## src/rtl/keypad_pkg.sv

```systemverilog
// Shared types, constants and key-code mapping for the matrix keypad scanner.
package keypad_pkg;

  localparam int MAX_CODE_W = 8;
  localparam logic [MAX_CODE_W-1:0] NO_KEY = '1;

  typedef enum logic [1:0] {
    IDLE      = 2'd0,
    DEB_PRESS = 2'd1,
    HELD      = 2'd2,
    DEB_REL   = 2'd3
  } kp_state_e;

  // col 0 is the leftmost key (column MSB); a 4x3 phone pad puts *,0,# on the bottom row
  function automatic int code_of(input int row, input int col, input int rows,
                                 input int cols, input bit tel_map);
    int code;
    if (tel_map && rows == 4 && cols == 3 && row == 3) begin
      case (col)
        0:       code = 10;
        1:       code = 0;
        default: code = 11;
      endcase
    end else begin
      code = row * cols + col + 1;
    end
    return code;
  endfunction

endpackage

```

## src/rtl/keypad_row_scan.sv

```systemverilog
// Row-select sequencer: holds each row for SCAN_DIV cycles and strobes the column sample.
module keypad_row_scan #(
  parameter int ROWS     = 4,
  parameter int SCAN_DIV = 50000,
  localparam int SEL_W   = (ROWS > 1) ? $clog2(ROWS) : 1,
  localparam int DIV_W   = $clog2(SCAN_DIV)
) (
  input  logic             clk,
  input  logic             rst,
  output logic [SEL_W-1:0] sel,
  output logic             sample,
  output logic             frame_end
);

  logic [DIV_W-1:0] div_cnt_r;
  logic [SEL_W-1:0] sel_r;

  assign sample    = (div_cnt_r == DIV_W'(SCAN_DIV - 1));
  assign frame_end = sample && (sel_r == SEL_W'(ROWS - 1));
  assign sel       = sel_r;

  // dwell counter and row index, advancing together on the sample cycle
  always_ff @(posedge clk) begin
    if (rst) begin
      div_cnt_r <= '0;
      sel_r     <= '0;
    end else if (sample) begin
      div_cnt_r <= '0;
      sel_r     <= (sel_r == SEL_W'(ROWS - 1)) ? '0 : sel_r + SEL_W'(1);
    end else begin
      div_cnt_r <= div_cnt_r + DIV_W'(1);
    end
  end

endmodule

```

## src/rtl/keypad_scanner.sv

```systemverilog
// Self-scanning keypad front end: per-frame single-key detection, debounce FSM, press/release pulses.
module keypad_scanner
  import keypad_pkg::*;
#(
  parameter int ROWS     = 4,
  parameter int COLS     = 3,
  parameter int SCAN_DIV = 50000,
  parameter int DEBOUNCE = 4,
  parameter int TEL_MAP  = 1,
  localparam int SEL_W   = (ROWS > 1) ? $clog2(ROWS) : 1,
  localparam int CODE_W  = $clog2(ROWS * COLS + 2)
) (
  input  logic              clk,
  input  logic              rst,
  input  logic [COLS-1:0]   column,
  output logic [SEL_W-1:0]  sel,
  output logic [CODE_W-1:0] scan_code,
  output logic              press,
  output logic              key_valid,
  output logic              key_release
);

  localparam int CNT_W = $clog2(DEBOUNCE + 1);
  localparam logic [CODE_W-1:0] NO_CODE = NO_KEY[CODE_W-1:0];

  logic              sample_s, frame_end_s;
  logic              row_hit_s;
  logic [CODE_W-1:0] row_code_s, code_s, result_s;
  logic [1:0]        hits_s;
  int                zero_cnt_s;

  logic [CODE_W-1:0] acc_code_r, cand_r, scan_code_r;
  logic [1:0]        acc_hits_r;
  logic [CNT_W-1:0]  cnt_r;
  kp_state_e         state_r;
  logic              press_r, key_valid_r, key_release_r;

  kp_state_e         state_n;
  logic [CODE_W-1:0] cand_n, code_n;
  logic [CNT_W-1:0]  cnt_n;
  logic [CNT_W:0]    cnt_inc_s;
  logic              press_n, valid_n, rel_n, deb_done_s;

  keypad_row_scan #(.ROWS(ROWS), .SCAN_DIV(SCAN_DIV)) u_row_scan (
    .clk       (clk),
    .rst       (rst),
    .sel       (sel),
    .sample    (sample_s),
    .frame_end (frame_end_s)
  );

  // decode the current row: exactly one low column is a key, anything else is none
  always_comb begin
    zero_cnt_s = 0;
    row_code_s = NO_CODE;
    for (int b = 0; b < COLS; b++) begin
      if (!column[b]) begin
        zero_cnt_s = zero_cnt_s + 1;
        row_code_s = CODE_W'(code_of(int'(sel), COLS - 1 - b, ROWS, COLS, TEL_MAP != 0));
      end else begin
        zero_cnt_s = zero_cnt_s;
      end
    end
    row_hit_s = (zero_cnt_s == 1);
  end

  // hit count saturates at 2: a second keyed row makes the frame a ghost
  assign hits_s   = (row_hit_s && acc_hits_r != 2'd2) ? acc_hits_r + 2'd1 : acc_hits_r;
  assign code_s   = row_hit_s ? row_code_s : acc_code_r;
  assign result_s = (hits_s == 2'd1) ? code_s : NO_CODE;

  // frame accumulator, cleared once the frame result has been consumed
  always_ff @(posedge clk) begin
    if (rst) begin
      acc_hits_r <= 2'd0;
      acc_code_r <= NO_CODE;
    end else if (sample_s && frame_end_s) begin
      acc_hits_r <= 2'd0;
      acc_code_r <= NO_CODE;
    end else if (sample_s) begin
      acc_hits_r <= hits_s;
      acc_code_r <= code_s;
    end else begin
      acc_hits_r <= acc_hits_r;
      acc_code_r <= acc_code_r;
    end
  end

  assign cnt_inc_s  = {1'b0, cnt_r} + (CNT_W + 1)'(1);
  assign deb_done_s = (cnt_inc_s >= (CNT_W + 1)'(DEBOUNCE));

  // debounce FSM, stepped only on frame-end cycles
  always_comb begin
    state_n = state_r;
    cand_n  = cand_r;
    cnt_n   = cnt_r;
    code_n  = scan_code_r;
    press_n = press_r;
    valid_n = 1'b0;
    rel_n   = 1'b0;
    if (frame_end_s) begin
      case (state_r)
        IDLE: begin
          if (result_s != NO_CODE) begin
            cand_n = result_s;
            cnt_n  = CNT_W'(1);
            if (DEBOUNCE <= 1) begin
              state_n = HELD;
              code_n  = result_s;
              press_n = 1'b1;
              valid_n = 1'b1;
            end else begin
              state_n = DEB_PRESS;
            end
          end else begin
            state_n = IDLE;
          end
        end
        DEB_PRESS: begin
          if (result_s == NO_CODE) begin
            state_n = IDLE;
            cnt_n   = '0;
          end else if (result_s != cand_r) begin
            cand_n = result_s;
            cnt_n  = CNT_W'(1);
          end else if (deb_done_s) begin
            state_n = HELD;
            cnt_n   = '0;
            code_n  = cand_r;
            press_n = 1'b1;
            valid_n = 1'b1;
          end else begin
            cnt_n = cnt_inc_s[CNT_W-1:0];
          end
        end
        HELD: begin
          if (result_s == scan_code_r) begin
            state_n = HELD;
          end else if (DEBOUNCE <= 1) begin
            state_n = IDLE;
            code_n  = NO_CODE;
            press_n = 1'b0;
            rel_n   = 1'b1;
          end else begin
            state_n = DEB_REL;
            cnt_n   = CNT_W'(1);
          end
        end
        DEB_REL: begin
          if (result_s == scan_code_r) begin
            state_n = HELD;
            cnt_n   = '0;
          end else if (deb_done_s) begin
            state_n = IDLE;
            cnt_n   = '0;
            code_n  = NO_CODE;
            press_n = 1'b0;
            rel_n   = 1'b1;
          end else begin
            cnt_n = cnt_inc_s[CNT_W-1:0];
          end
        end
        default: begin
          state_n = IDLE;
          cnt_n   = '0;
          code_n  = NO_CODE;
          press_n = 1'b0;
        end
      endcase
    end else begin
      state_n = state_r;
    end
  end

  // FSM and output registers; reset drops a held key silently
  always_ff @(posedge clk) begin
    if (rst) begin
      state_r       <= IDLE;
      cand_r        <= NO_CODE;
      cnt_r         <= '0;
      scan_code_r   <= NO_CODE;
      press_r       <= 1'b0;
      key_valid_r   <= 1'b0;
      key_release_r <= 1'b0;
    end else begin
      state_r       <= state_n;
      cand_r        <= cand_n;
      cnt_r         <= cnt_n;
      scan_code_r   <= code_n;
      press_r       <= press_n;
      key_valid_r   <= valid_n;
      key_release_r <= rel_n;
    end
  end

  assign scan_code   = scan_code_r;
  assign press       = press_r;
  assign key_valid   = key_valid_r;
  assign key_release = key_release_r;

endmodule

```

## config.mk

```make
export PLATFORM = sky130hd
export DESIGN_NAME = keypad_scanner
export DESIGN_NICKNAME = d
export VERILOG_FILES = /design/src/rtl/keypad_pkg.sv /design/src/rtl/keypad_row_scan.sv /design/src/rtl/keypad_scanner.sv
export SDC_FILE = /design/constraint.sdc
export NUM_CORES = 1
export LEC_CHECK = 0
export CORE_ASPECT_RATIO = 1.5
export CORE_UTILIZATION = 45
export CTS_CLUSTER_DIAMETER = 40
export CTS_CLUSTER_SIZE = 25
export DETAILED_ROUTE_END_ITERATION = 8
export PLACE_DENSITY = 0.68
export SYNTH_ARGS = -nofsm -noshare
export SYNTH_HDL_FRONTEND = slang
export SYNTH_HIERARCHICAL = 1
export SYNTH_SLANG_ARGS = --single-unit
export TNS_END_PERCENT = 1
```

## constraint.sdc

```tcl
create_clock -name clk -period 4.2 [get_ports clk]
set_clock_uncertainty 0.2 [all_clocks]
set_input_delay 0.84 -clock clk [delete_from_list [all_inputs] [get_ports clk]]
set_output_delay 0.84 -clock clk [all_outputs]
set_load 0.05 [all_outputs]
```

==> impl_metrics.csv, run 1 <==
group,metric,value,unit
power,power_switching,0.192,mW
placed_design,place_ws,-0.00593,ns
hold_path,min_to,"u_row_scan/div_cnt_r[0]",
grt,track_usage,0.186,
power,worst_ir_drop_vdd,0.339,mV
placed_design,place.gp.congestion,0.793,
routing,drcViolationCount,0,
layout,diodes,0,
setup_path,critPathMaxFanout,5,
floorplan,dieArea,5800,um2
power,power.internal,0.603,mW
clock_network,cts_tree,"built",
clock_network,cts-buffers-inserted,5,
power,p_sw_frac,0.242,
grt,grt_antenna_before_repair,0,
logic_synthesis,synth.yosys.warnings,6,
routing,wire_per_inst,13.0,um
timing,rsz0062_at_grt,"false",
layout,final_net_count,330,
layout,drive_gt1_frac,0.162,
hold_path,hp-start,"u_row_scan/div_cnt_r[0]",
grt,grt_max_degree,21,
timing,fmaxAchievable,0.255,GHz
setup_path,required,4.23,ns
timing,layout_setup_ws,0.271,ns
floorplan,rows,32,
logic_synthesis,synth_cell_types,67,
grt,grt_pass1_vias,2019,
timing,relSlewSlack,0.612,
clock_network,clock_path_buffers,2,
logic_synthesis,syn_area_per_cell,8.64,um2
timing,tightest_slew,0.583,ns
status,status,"completed",
placed_design,portBuffers,13,
power,pwr-share-comb,0.128,
timing,period_needed,3.93,ns
power,clkPwrFrac,0.390,
layout,syn_to_final_growth,16.2,%
layout,fin_area,2870,um2
floorplan,start_util,0.475,
clock_network,hold_buffers,0,
timing,finalCritPeriodShare,0.935,
setup_path,start_kind,"input pin",
clock_network,root_buffer,"clkbuf_8",
setup_path,criticalPathCategory,"input pin to register",
timing,drv_slew,0,
layout,fillers,496,
floorplan,ios,14,
power,pwr_density_cell,277,nW/um2
floorplan,die_y,92.8,um
placed_design,placedCellCount,374,
layout,fin_cells,382,
routing,drt_first_pass_iters,4,
logic_synthesis,syn_area,2470,um2
placed_design,dp_hpwl,3770,um
floorplan,die_w,62.5,um
logic_synthesis,synthArstFlopShare,0,
hold_path,min_delay_path_depth,1,
clock_network,clk_transition_reported_paths,0.08,ns
grt,grt_pass1_wl,8860,um
logic_synthesis,syn_inst,286,
setup_path,r2r_setup_slack,1.18,ns
timing,setup_viol,0,
setup_path,cp.arrival,3.96,ns
setup_path,r2r_start,"u_row_scan/sel[0]",
logic_synthesis,synth-edff-count,0,
setup_path,r2r_end,"scan_code[0]",
floorplan,coreArea,5200,um2
power,power_frac_seq,0.482,
routing,drt_iter0_markers,149,
routing,vias,2079,
clock_network,postCtsSetupRepairBufs,0,
logic_synthesis,synth_nets,303,
logic_synthesis,ys.flop_type,"dfxtp_1",
logic_synthesis,ys_ff_latch,40,
grt,grt_overflow,0,
logic_synthesis,ys_seq_area_frac,0.324,
power,power.leakage,1.04,nW
hold_path,hp-class,"register to register",
routing,vias_per_cell,5.44,
clock_network,cts_resized,0,
routing,antenna_left,0,
job,maxCapViolCount,0,
setup_path,r2r_cells,11,
routing,drt-total-wl,4970,um
setup_path,cp-end-kind,"register",
clock_network,cts_max_level,2,
timing,finalHoldViolCount,0,
clock_network,insertion_delay,0.29,ns
clock_network,clkSinkCount,40,
placed_design,placed_cell_area,2760,um2
==> logic make-up (layout without fill, tap and decap cells) <==
family / after synthesis / count (layout) / synth area share
mux: 8 / 8 / 0.0329
buf+inv: 25 / 53 / 0.0501
fa+ha+maj: 12 / 12 / 0.0608
flops: 40 / 40 / 0.324
xor+xnor: 17 / 17 / 0.0603
compound gates: 54 / 54 / 0.188
simple gates: 130 / 130 / 0.284
==> power groups by stage <==
stage | Clock, mW | Combinational [mW] | Sequential (mW)
2_1_floorplan | 0 | 0.0714 | 0.392
3_3_place_gp | 0 | 0.101 | 0.392
3_5_place_dp | 0 | 0.101 | 0.393
4_1_cts | 0.319 | 0.102 | 0.384
5_1_grt | 0.334 | 0.111 | 0.384
6_report | 0.310 | 0.102 | 0.384
==> synthesized netlist by cell type, drive strengths merged (2+ instances only) <==
cell / n / area (um2)
a21o: 2 / 16.3
xor2: 5 / 43.8
nand2: 17 / 66.3
dfxtp: 40 / 801
nor4: 9 / 62.6
nor2b: 4 / 25.0
nand2b: 3 / 18.8
a21oi: 16 / 98.9
o22ai: 5 / 45.0
xnor2: 12 / 105
ha: 12 / 150
o21ai: 3 / 15.0
a211oi: 5 / 37.5
nor3b: 2 / 15.0
mux2i: 7 / 70.1
nor2: 44 / 165
buf: 7 / 56.3
nand3: 10 / 55.1
nand4: 7 / 50.1
o2bb2ai: 3 / 32.5
and2: 4 / 27.5
nor3: 14 / 70.1
clkbuf: 3 / 11.3
inv: 14 / 52.6
a32o: 3 / 30.0
a31oi: 2 / 18.8
and4b: 2 / 20.0
nor4b: 2 / 38.8
o21a: 2 / 16.3
and3: 6 / 40.0
==> final cells by class <==
cell class	count	area (um2)	area share
inverter	15	56.3	0.0196
multi-input combinational	221	1550	0.539
clock inverter	3	42.5	0.0148
tap	68	85.1	0.0296
timing repair buffer	30	270	0.0942
clock buffer	5	68.8	0.0240
sequential	40	801	0.279
==> state kept, by name (all words and copies together) (netlist names) <==
register / cells
state_r: 2
scan_code: 4
u_row_scan/sel: 2
cnt_r: 3
key_valid: 1
key_release: 1
u_row_scan/div_cnt_r: 16
acc_code_r: 4
acc_hits_r: 2
press: 1
cand_r: 4
==> worst max path at each step <==
stage / to / cells after the start / from
2_1_floorplan: press / 11 / column[0]
3_3_place_gp: cand_r[2] / 12 / column[0]
3_5_place_dp: state_r[0] / 13 / column[0]
4_1_cts: cnt_r[1] / 12 / column[0]
5_1_grt: state_r[0] / 13 / column[0]
6_report: cnt_r[1] / 12 / column[0]
==> worst max-delay path, cell delays in order <==
cell	delay [ns]
clkdlybuf4s50_1	0.48
inv_1	0.05
ha_1	0.30
or3b_4	0.42
and2_4	0.20
o41ai_4	0.41
buf_4	0.21
xnor2_1	0.13
a31oi_2	0.13
o21a_2	0.26
o31ai_2	0.32
a32o_1	0.21
==> layout by cell type (no fill, tap or decap), drive strengths merged, types with 4 or more instances in the layout <==
cell and count:
dfxtp 40, nand3 10, xor2 5, mux2i 7, and2 4, nor2b 4
clkdlybuf4s50 13, nand2 17, xnor2 12, a211oi 5, a21oi 16, clkbuf 5
buf 17, nor4 9, and3 6, inv 14, o22ai 5, nor2 44
ha 12, nand4 7, nor3 14
==> layer usage <==
layer,share of wire,global-route usage,up-vias
met2,0.53,0.355,25
li1,-,-,1075
met4,0.0066,0.0523,0
met1,0.44,0.205,977
met5,0,0,-
met3,0.028,0.0333,2
==> through the flow <==
| stage | total power [mW] | hold WS, ns | setup TNS (ns) | utilization |
|---|---|---|---|---|
| floorplan | 0.464 | 0.229 | 0 | - |
| global placement | 0.493 | 0.241 | 0 | 0.530 |
| detailed placement | 0.494 | 0.256 | -0.00593 | 0.530 |
| CTS | 0.805 | 0.275 | 0 | 0.551 |
| global route | 0.829 | 0.308 | 0 | 0.551 |
| finish | 0.795 | 0.267 | 0 | 0.551 |
(Power assumes the default switching activity.)
==> inputs of run 2 (changes only) <==
--- a/config.mk
+++ b/config.mk
@@ -15,4 +15,4 @@
 export SYNTH_HDL_FRONTEND = slang
 export SYNTH_HIERARCHICAL = 1
 export SYNTH_SLANG_ARGS = --single-unit
-export TNS_END_PERCENT = 1
+export TNS_END_PERCENT = 50
==> results of run 2 <==
Same layout as run 1: the final DEF is identical, and so are final timing and power.
